`src/rtl/mem_bus_arbiter.sv`:
```
// mem_bus_arbiter: shares one single-port 64 KiB memory between the CPU (port 0)
// and a secondary master (port 1), with memory-mapped UART transmit and halt
// registers decoded on the write path.
//
// Ports:
//   clock, reset_n            : clock, asynchronous active-low reset
//   pN_req/addr/we/wdata      : requester N transaction (held until pN_ack)
//   pN_ack, pN_rdata          : one-cycle completion pulse, read data (held)
//   mem_address/write_en/data_in, mem_data_out : memory port (combinational read)
//   uart_valid/data, uart_ready : UART transmit handshake
//   halted                    : sticky halt indication
module mem_bus_arbiter (
  input  logic        clock,
  input  logic        reset_n,
  input  logic        p0_req,
  input  logic [15:0] p0_addr,
  input  logic        p0_we,
  input  logic [7:0]  p0_wdata,
  input  logic        p1_req,
  input  logic [15:0] p1_addr,
  input  logic        p1_we,
  input  logic [7:0]  p1_wdata,
  output logic        p0_ack,
  output logic [7:0]  p0_rdata,
  output logic        p1_ack,
  output logic [7:0]  p1_rdata,
  output logic [15:0] mem_address,
  output logic        mem_write_en,
  output logic [7:0]  mem_data_in,
  input  logic [7:0]  mem_data_out,
  output logic        uart_valid,
  output logic [7:0]  uart_data,
  input  logic        uart_ready,
  output logic        halted
);

  localparam int unsigned AW = 16;
  localparam int unsigned DW = 8;

  localparam logic [AW-1:0] UART_ADDR = 16'h5a00;
  localparam logic [AW-1:0] HALT_ADDR = 16'h5b00;
  localparam logic [DW-1:0] HALT_CODE = 8'h5a;

  localparam logic [1:0] ST_IDLE      = 2'd0;
  localparam logic [1:0] ST_ACCESS    = 2'd1;
  localparam logic [1:0] ST_UART_WAIT = 2'd2;
  localparam logic [1:0] ST_DONE      = 2'd3;

  // Request payload as seen by the arbiter
  typedef struct packed {
    logic [AW-1:0] addr;
    logic          we;
    logic [DW-1:0] wdata;
  } req_t;

  logic [1:0]    state_q, state_d;
  logic          owner_q, owner_d;
  logic          last_grant_q, last_grant_d;
  logic          we_q, we_d;
  logic [AW-1:0] addr_q, addr_d;
  logic [DW-1:0] wdata_q, wdata_d;
  logic [DW-1:0] p0_rdata_q, p0_rdata_d;
  logic [DW-1:0] p1_rdata_q, p1_rdata_d;
  logic          p0_ack_q, p0_ack_d;
  logic          p1_ack_q, p1_ack_d;
  logic          uart_valid_q, uart_valid_d;
  logic [DW-1:0] uart_data_q, uart_data_d;
  logic          halted_q, halted_d;

  req_t p0_pl_c, p1_pl_c, sel_pl_c;
  logic grant_c;

  assign p0_pl_c = '{addr: p0_addr, we: p0_we, wdata: p0_wdata};
  assign p1_pl_c = '{addr: p1_addr, we: p1_we, wdata: p1_wdata};

  // Round-robin on a tie, otherwise the lone requester wins
  always_comb begin
    grant_c = 1'b0;
    if (p0_req && p1_req) begin
      grant_c = ~last_grant_q;
    end else if (p1_req) begin
      grant_c = 1'b1;
    end
    sel_pl_c = grant_c ? p1_pl_c : p0_pl_c;
  end

  // State register
  always_ff @(posedge clock or negedge reset_n) begin
    if (!reset_n) begin
      state_q      <= ST_IDLE;
      owner_q      <= 1'b0;
      last_grant_q <= 1'b1;
      we_q         <= 1'b0;
      addr_q       <= '0;
      wdata_q      <= '0;
      p0_rdata_q   <= '0;
      p1_rdata_q   <= '0;
      p0_ack_q     <= 1'b0;
      p1_ack_q     <= 1'b0;
      uart_valid_q <= 1'b0;
      uart_data_q  <= '0;
      halted_q     <= 1'b0;
    end else begin
      state_q      <= state_d;
      owner_q      <= owner_d;
      last_grant_q <= last_grant_d;
      we_q         <= we_d;
      addr_q       <= addr_d;
      wdata_q      <= wdata_d;
      p0_rdata_q   <= p0_rdata_d;
      p1_rdata_q   <= p1_rdata_d;
      p0_ack_q     <= p0_ack_d;
      p1_ack_q     <= p1_ack_d;
      uart_valid_q <= uart_valid_d;
      uart_data_q  <= uart_data_d;
      halted_q     <= halted_d;
    end
  end

  // Next-state and output logic
  always_comb begin
    state_d      = state_q;
    owner_d      = owner_q;
    last_grant_d = last_grant_q;
    we_d         = we_q;
    addr_d       = addr_q;
    wdata_d      = wdata_q;
    p0_rdata_d   = p0_rdata_q;
    p1_rdata_d   = p1_rdata_q;
    uart_valid_d = uart_valid_q;
    uart_data_d  = uart_data_q;
    halted_d     = halted_q;

    case (state_q)
      ST_IDLE: begin
        // Halt blocks new grants; the in-flight transaction already finished
        if (!halted_q && (p0_req || p1_req)) begin
          owner_d      = grant_c;
          last_grant_d = grant_c;
          addr_d       = sel_pl_c.addr;
          we_d         = sel_pl_c.we;
          wdata_d      = sel_pl_c.wdata;
          state_d      = ST_ACCESS;
        end
      end
      ST_ACCESS: begin
        if (!we_q) begin
          if (owner_q) begin
            p1_rdata_d = mem_data_out;
          end else begin
            p0_rdata_d = mem_data_out;
          end
          state_d = ST_DONE;
        end else if (addr_q == UART_ADDR) begin
          // RAM copy is written this cycle too; byte then waits for the UART
          uart_data_d  = wdata_q;
          uart_valid_d = 1'b1;
          state_d      = ST_UART_WAIT;
        end else begin
          if ((addr_q == HALT_ADDR) && (wdata_q == HALT_CODE)) begin
            halted_d = 1'b1;
          end
          state_d = ST_DONE;
        end
      end
      ST_UART_WAIT: begin
        if (uart_ready) begin
          uart_valid_d = 1'b0;
          state_d      = ST_DONE;
        end
      end
      ST_DONE: begin
        state_d = ST_IDLE;
      end
      default: begin
        state_d = ST_IDLE;
      end
    endcase

    // Ack registered so it is high exactly while the state is DONE
    p0_ack_d = (state_d == ST_DONE) && !owner_d;
    p1_ack_d = (state_d == ST_DONE) &&  owner_d;
  end

  // Memory writes on the edge that closes ACCESS
  assign mem_write_en = (state_q == ST_ACCESS) && we_q;

  assign mem_address = addr_q;
  assign mem_data_in = wdata_q;
  assign p0_ack      = p0_ack_q;
  assign p1_ack      = p1_ack_q;
  assign p0_rdata    = p0_rdata_q;
  assign p1_rdata    = p1_rdata_q;
  assign uart_valid  = uart_valid_q;
  assign uart_data   = uart_data_q;
  assign halted      = halted_q;

endmodule

```
`config.mk`:
```
export PLATFORM = sky130hd
export DESIGN_NAME = mem_bus_arbiter
export DESIGN_NICKNAME = d
export VERILOG_FILES = /design/src/rtl/mem_bus_arbiter.sv
export SDC_FILE = /design/constraint.sdc
export NUM_CORES = 1
export LEC_CHECK = 0
export ABC_AREA = 1
export BUFFER_PORTS_ARGS = -buffer_cell sky130_fd_sc_hd__buf_2
export CORE_MARGIN = 4
export CORE_UTILIZATION = 50
export DETAILED_ROUTE_END_ITERATION = 8
export PLACE_DENSITY = 0.81
export SLEW_MARGIN = 15
export SYNTH_ARGS = -nofsm -noshare
export SYNTH_HDL_FRONTEND = slang
export SYNTH_SLANG_ARGS = --single-unit
```
`constraint.sdc`:
```
create_clock -name clock -period 3.7 [get_ports clock]
set_clock_uncertainty 0.1 [all_clocks]
set_input_delay 0.555 -clock clock [delete_from_list [all_inputs] [get_ports clock]]
set_output_delay 0.555 -clock clock [all_outputs]
set_load 0.02 [all_outputs]
```
==> flow_metrics.py, run 1 <==
metrics = {
    "floorplanning": {
        "io_pins": 116,
        "fp.coreArea_sq_um": 4848,
        "die_w_microns": 79.64,
        "fp.dieH_microns": 79.64,
        "start_util": 0.5293,
        "dieArea_sq_um": 6343,
        "num_rows": 25,
    },
    "clocking": {
        "cts_tree": "built",
        "postCtsHoldBufs": 0,
        "cts_buffer_depth": 2,
        "cts_buffers": 9,
        "cts_resized": 0,
        "clk_pin_slew_worst_paths_ns": 0.07,
        "post-cts-setup-buffers": 0,
        "cts_htree_levels": 3,
        "clock_latency_ns": 0.33,
        "cts-root-buf": "clkbuf_8",
        "cts.sinks": 57,
    },
    "critical_path": {
        "cp-end-kind": "flip-flop",
        "path_buf_inv": 3,
        "cp_common_cell": "inv_1",
        "cp.required_ns": 3.84,
        "worstSetupPathType": "flip-flop to flip-flop",
        "worstPathArrival_ns": 2.23,
        "crit_path_max_incr_delay_ns": 0.40,
        "crit_family": "buffers and inverters",
        "crit_path_start_kind": "flip-flop",
        "crit_chain": "inv_1, ha_1, inv_1, nor2_2, buf_4, o21ai_0, o21ai_1",
        "crit_fanout": 36,
        "cp_slowest_cell": "dfrtp_1",
    },
    "sta": {
        "setup_tns_ns": 0,
        "rsz0062_at_grt": "false",
        "period_share": 0.5667,
        "fmax_mhz": 476.9,
        "slew_headroom": 0.4149,
        "min_period_ns": 2.097,
        "final-setup-viol-count": 0,
        "worstMarginPinSlew_ns": 0.8776,
        "slew_violations": 0,
        "finalHoldViolations": 0,
    },
    "finish": {
        "register_area_sq_um": 1428,
        "postLayoutCoreUtil": 0.7086,
        "multi_input_area_sq_um": 944.7,
        "layout-drive-gt1-share": 0.3528,
        "area_growth_pct": 33.89,
        "n_fill_cell": 374,
        "antenna_cells": 0,
        "final_cell_area_sq_um": 3436,
        "design.final.nets": 473,
    },
    "pwr": {
        "power_switching_share": 0.4032,
        "p_comb_frac": 0.402,
        "seq_power_share": 0.340,
        "pwr_density_cell_nw_per_um2": 904.9,
        "intPower_mw": 1.856,
        "leakage_nw": 1.808,
        "peakVddDrop_v": 0.0004932,
        "total_power_mw": 3.109,
        "p_switching_mw": 1.254,
        "clockPowerShare": 0.257,
    },
    "grt": {
        "grt_usage": 0.2297,
        "grt_pass1_vias": 2400,
        "overflow": 0,
        "grt_pass1_wl_microns": 11150,
        "grt_max_degree": 41,
        "antenna_found_initial": 0,
    },
    "placement": {
        "placed_cell_area_sq_um": 3159,
        "finalWeightedCongestion": 0.7951,
        "hpwl_microns": 4946,
        "port_buffers": 115,
    },
    "synthesis": {
        "synth_seq_cells": 57,
        "syn_avg_cell_area_sq_um": 8.819,
        "syn-num-nets": 358,
        "yosysWarningCount": 0,
        "synth_area_sq_um": 2566,
        "seq_area_frac_synth": 0.5563,
        "ys_types": 23,
        "syn-instance-count": 291,
    },
    "route": {
        "drtAntennaViolNets": 0,
        "vias": 2476,
        "drt_iter0_drc": 140,
        "wire_per_inst_microns": 14.51,
        "viasPerCell": 5.180,
        "dr.pass1.iters": 4,
        "wl_microns": 6934,
        "drc": 0,
    },
    "hold_path": {
        "worst_hold_path_type": "input port to async pin",
    },
    "outcome": {
        "status": "complete, no violations",
    },
    "job": {
        "maxCapViolations": 0,
    },
}
[worst paths after layout]
kind	from	endpoint	slack, ns	cells after the start
setup / recovery	state_q[0]	mem_address[4]	1.60	7
hold / removal	reset_n	p0_rdata[5]	0.24	1
setup reg to reg	state_q[0]	mem_address[4]	1.60	7
hold reg to reg	last_grant_q	last_grant_q	0.37	2
max in group asynchronous	reset_n	last_grant_q	2.42	2
min in group clock	last_grant_q	last_grant_q	0.37	2
[power by group through the flow]
stage | registers (mW) | clock network, mW | logic [mW]
after floorplan | 1.32 | 0 | 0.569
after global placement | 1.05 | 0 | 1.21
after detailed placement | 1.06 | 0 | 1.25
after CTS | 1.05 | 0.808 | 1.26
after global routing | 1.09 | 0.843 | 1.40
final | 1.06 | 0.800 | 1.25
[layout by cell type, fill, tap and decap left out, drive strengths merged]
cell / count
buf: 117
o21ai: 81
dfrtp: 56
nand2: 44
nor2: 40
inv: 30
o22ai: 11
clkbuf: 11
ha: 4
bufinv: 4
nand4: 3
nand3: 3
nor3: 2
a21boi: 1
a21oi: 1
nor4: 1
clkinv: 1
dfstp: 1
[logic make-up (layout without fill, tap and decap cells)]
logic type / after synthesis / in the layout / synth area share
simple gates: 93 / 93 / 0.1502
compound gates: 94 / 94 / 0.1984
fa+ha+maj: 4 / 4 / 0.01950
buf+inv: 43 / 163 / 0.07557
flops: 57 / 57 / 0.5563
[per-stage QoR]
stage / worst slack (ns) / hold slack [ns] / std cells
3_3_place_gp: 1.705 / 0.3618 / 462
4_1_cts: 1.598 / 0.2701 / 478
6_report: 1.603 / 0.2441 / 478
5_1_grt: 1.437 / 0.3233 / 478
2_1_floorplan: 2.158 / 0.1594 / 291
3_5_place_dp: 1.631 / 0.3679 / 462
[worst register-to-register path, delay by kind of cell, from the launching register on]
kind                     cells  cell delay [ns]
AO/OA/AOI/OAI                2             0.36
adder cells (fa/ha/maj)      1             0.18
buffers and inverters        3             0.69
flip-flops                   1             0.40
AND/OR/NAND/NOR              1             0.28
[final cells by class]
cell class | count | area share
multi-input cells | 191 | 0.2749
flip-flops and latches | 57 | 0.4155
clock inverters | 5 | 0.03642
repair buffers | 117 | 0.1719
clock buffers | 11 | 0.04406
well taps | 67 | 0.02440
inverters | 30 | 0.03277
[sequential cells by signal, indices dropped and copies added, names as in the netlist, 2 cells and up]
name	cells
mem_address	16
mem_data_in	8
p0_rdata	8
p1_rdata	8
state_q	2
uart_data	8
[cells in the mapped netlist (all sizes together)]
master,n,area share
o22ai,11,0.027
dfstp,1,0.010
ha,4,0.020
dfrtp,56,0.55
o21ai,81,0.17
inv,30,0.044
a21boi,1,0.0029
buf,11,0.029
nand2,44,0.066
clkbuf,2,0.0029
nor2,40,0.062
a21oi,1,0.0019
nor3,2,0.0039
nand4,3,0.0073
nor4,1,0.0024
nand3,3,0.0078
[routing by layer]
| metal | track usage | vias to the layer above | wire length [microns] |
|---|---|---|---|
| li1 | - | 1195 | - |
| met1 | 0.2965 | 1162 | 2776 |
| met2 | 0.3756 | 111 | 3480 |
| met3 | 0.05192 | 8 | 579 |
| met4 | 0.08763 | 0 | 98 |
| met5 | 0 | - | 0 |
(Power assumes the default switching activity.)
==> inputs of run 2 (changes only) <==
--- a/config.mk
+++ b/config.mk
@@ -8,9 +8,9 @@
 export ABC_AREA = 1
 export BUFFER_PORTS_ARGS = -buffer_cell sky130_fd_sc_hd__buf_2
 export CORE_MARGIN = 4
-export CORE_UTILIZATION = 50
+export CORE_UTILIZATION = 47
 export DETAILED_ROUTE_END_ITERATION = 8
-export PLACE_DENSITY = 0.81
+export PLACE_DENSITY = 0.77
 export SLEW_MARGIN = 15
 export SYNTH_ARGS = -nofsm -noshare
 export SYNTH_HDL_FRONTEND = slang
==> constraint.sdc (replaced) <==
create_clock -name clock -period 2 [get_ports clock]
set_clock_uncertainty 0.1 [all_clocks]
set_input_delay 0.3 -clock clock [delete_from_list [all_inputs] [get_ports clock]]
set_output_delay 0.3 -clock clock [all_outputs]
set_load 0.02 [all_outputs]
==> run 2 against run 1 <==
  * Clock power is 16% higher
  * Sequential share of layout area is 0.63 points higher
  * Largest power group unchanged
  * Largest cell class unchanged
  * Combinational power is 86% higher
  * Worst hold slack worse by 0.10 ns
  * Sequential power is 83% higher
  * Wire length is 5.6% lower
==> flow_metrics.py, run 2 (same netlist as run 1, synthesis figures left out) <==
metrics = {
    "grt": {
        "top_usage_layer": "met2",
        "overflow": 0,
        "met2_usage": 0.3506,
        "grt_pass1_wl_microns": 10720,
        "grt_use_met1": 0.2626,
        "gr-usage-met3": 0.04605,
        "grt_usage": 0.2088,
        "grt_max_degree": 27,
        "grt_pass1_vias": 2387,
        "antenna_found_initial": 0,
    },
    "clocking": {
        "cts_tree": "built",
        "clk_pin_slew_worst_paths_ns": 0.06,
        "cts.sinks": 57,
        "cts_buffers": 9,
        "cts-root-buf": "clkbuf_8",
        "clock_latency_ns": 0.32,
        "cts_htree_levels": 3,
        "cts_resized": 0,
        "cts_buffer_depth": 2,
    },
    "sta": {
        "slew_violations": 0,
        "slew_headroom": 0.7080,
        "setup_tns_ns": 0,
        "worstMarginPinSlew_ns": 0.4373,
        "fin_ws_ns": 0.2286,
        "period_share": 0.8857,
        "fmax_mhz": 564.5,
        "finalHoldViolations": 0,
        "rsz0062_at_grt": "false",
        "min_period_ns": 1.771,
        "final-setup-viol-count": 0,
        "holdWs_ns": 0.1413,
    },
    "critical_path": {
        "cp_slowest_cell": "dfrtp_1",
        "crit_path_start_kind": "flip-flop",
        "cp-end-kind": "output port",
        "crit_chain": "inv_1, ha_1, nand2_1, inv_1, buf_2",
        "cp_common_cell": "inv_1",
        "cp.required_ns": 1.60,
        "crit_fanout": 4,
        "worstPathArrival_ns": 1.37,
        "crit_path_max_incr_delay_ns": 0.38,
        "worstSetupPathType": "flip-flop to output port",
    },
    "job": {
        "maxCapViolations": 0,
    },
    "floorplanning": {
        "die_w_microns": 81.89,
        "num_rows": 26,
        "start_util": 0.4930,
        "fp.coreArea_sq_um": 5205,
        "fp.dieH_microns": 81.89,
        "io_pins": 116,
        "dieArea_sq_um": 6706,
    },
    "finish": {
        "n_fill_cell": 468,
        "layout_commonest_cell": "buf_2",
        "area_growth_pct": 31.89,
        "layout-drive-gt1-share": 0.3549,
        "mostFrequentLayoutCells": "buf_2 (115), dfrtp_1 (56), o21ai_0 (50)",
        "postLayoutCoreUtil": 0.6502,
        "largest_reg_flops": 16,
        "design.final.nets": 479,
        "antenna_cells": 0,
    },
    "route": {
        "dr.pass1.iters": 4,
        "vias": 2459,
        "drc": 0,
        "drt_iter0_drc": 121,
        "wire_per_inst_microns": 13.44,
        "wl_microns": 6545,
        "drtAntennaViolNets": 0,
        "viasPerCell": 5.049,
    },
    "placement": {
        "port_buffers": 115,
        "place_ws_ns": 0.3475,
        "hpwl_microns": 4900,
        "finalWeightedCongestion": 0.7527,
    },
    "hold_path": {
        "worst_hold_path_type": "input port to flip-flop",
    },
    "pwr": {
        "pwr_density_cell_nw_per_um2": 1535,
        "leakage_nw": 1.790,
        "total_power_mw": 5.196,
        "peakVddDrop_v": 0.0006955,
    },
    "outcome": {
        "status": "complete, no violations",
    },
}
run 2: changes by cell type in the layout (fill, tap and decap cells not counted), sizes merged:
cell	before	now
buf	117	122
clkbuf	11	13
clkinv	1	3
dlygate4sd3	0	1
bufinv	4	0
run 2: final cells by class:
| cell class | count | area (sq um) | area share |
|---|---|---|---|
| Multi-Input combinational cell | 191 | 944.7 | 0.2791 |
| Tap cell | 70 | 87.58 | 0.02588 |
| Sequential cell | 57 | 1428 | 0.4218 |
| Clock buffer | 13 | 158.9 | 0.04695 |
| Clock inverter | 3 | 15.01 | 0.004436 |
| Timing Repair Buffer | 123 | 638.1 | 0.1885 |
| Inverter | 30 | 112.6 | 0.03327 |
run 2: timing repair:
item,CTS,global route
hold endpoints to repair,16,0
setup buffers,0,0
hold buffers,1,0
run 2: metal layers:
| layer | up-vias | routed length, microns |
|---|---|---|
| li1 | 1205 | - |
| met1 | 1152 | 2711 |
| met2 | 95 | 3195 |
| met3 | 7 | 546 |
| met4 | 0 | 92 |
| met5 | - | 0 |
run 2: power by group:
| group | total, mW | internal, mW | switching, mW | leakage, nW |
|---|---|---|---|---|
| logic | 2.32 | 0.792 | 1.53 | 0.987 |
| registers | 1.94 | 1.65 | 0.293 | 0.710 |
| clock network | 0.932 | 0.512 | 0.421 | 0.0932 |
| total | 5.20 | 2.95 | 2.24 | 1.79 |
run 2: worst max-delay path, delay by kind of cell (launching register included):
family        cells  cell delay (ns)
buf+inv           3             0.40
flops             1             0.38
fa+ha+maj         1             0.21
simple gates      1             0.07
run 2: worst paths after layout:
path                            startpoint             end  slack, ns  cells after the start
min reg2reg                   last_grant_q    last_grant_q       0.38                      2
max reg2reg                     state_q[1]     p1_rdata[7]       0.35                      7
min                        mem_data_out[3]     p0_rdata[3]       0.14                      3
max                             state_q[1]    mem_write_en       0.23                      5
min in group asynchronous          reset_n  mem_data_in[1]       0.34                      2
max in group asynchronous          reset_n     p0_rdata[6]       0.82                      3
run 2: stage by stage:
stage	cell area, sq um	cells
after CTS	3385	487
after floorplan	2566	291
after detailed placement	3201	470
final	3385	487
after global placement	3201	470
after global routing	3385	487
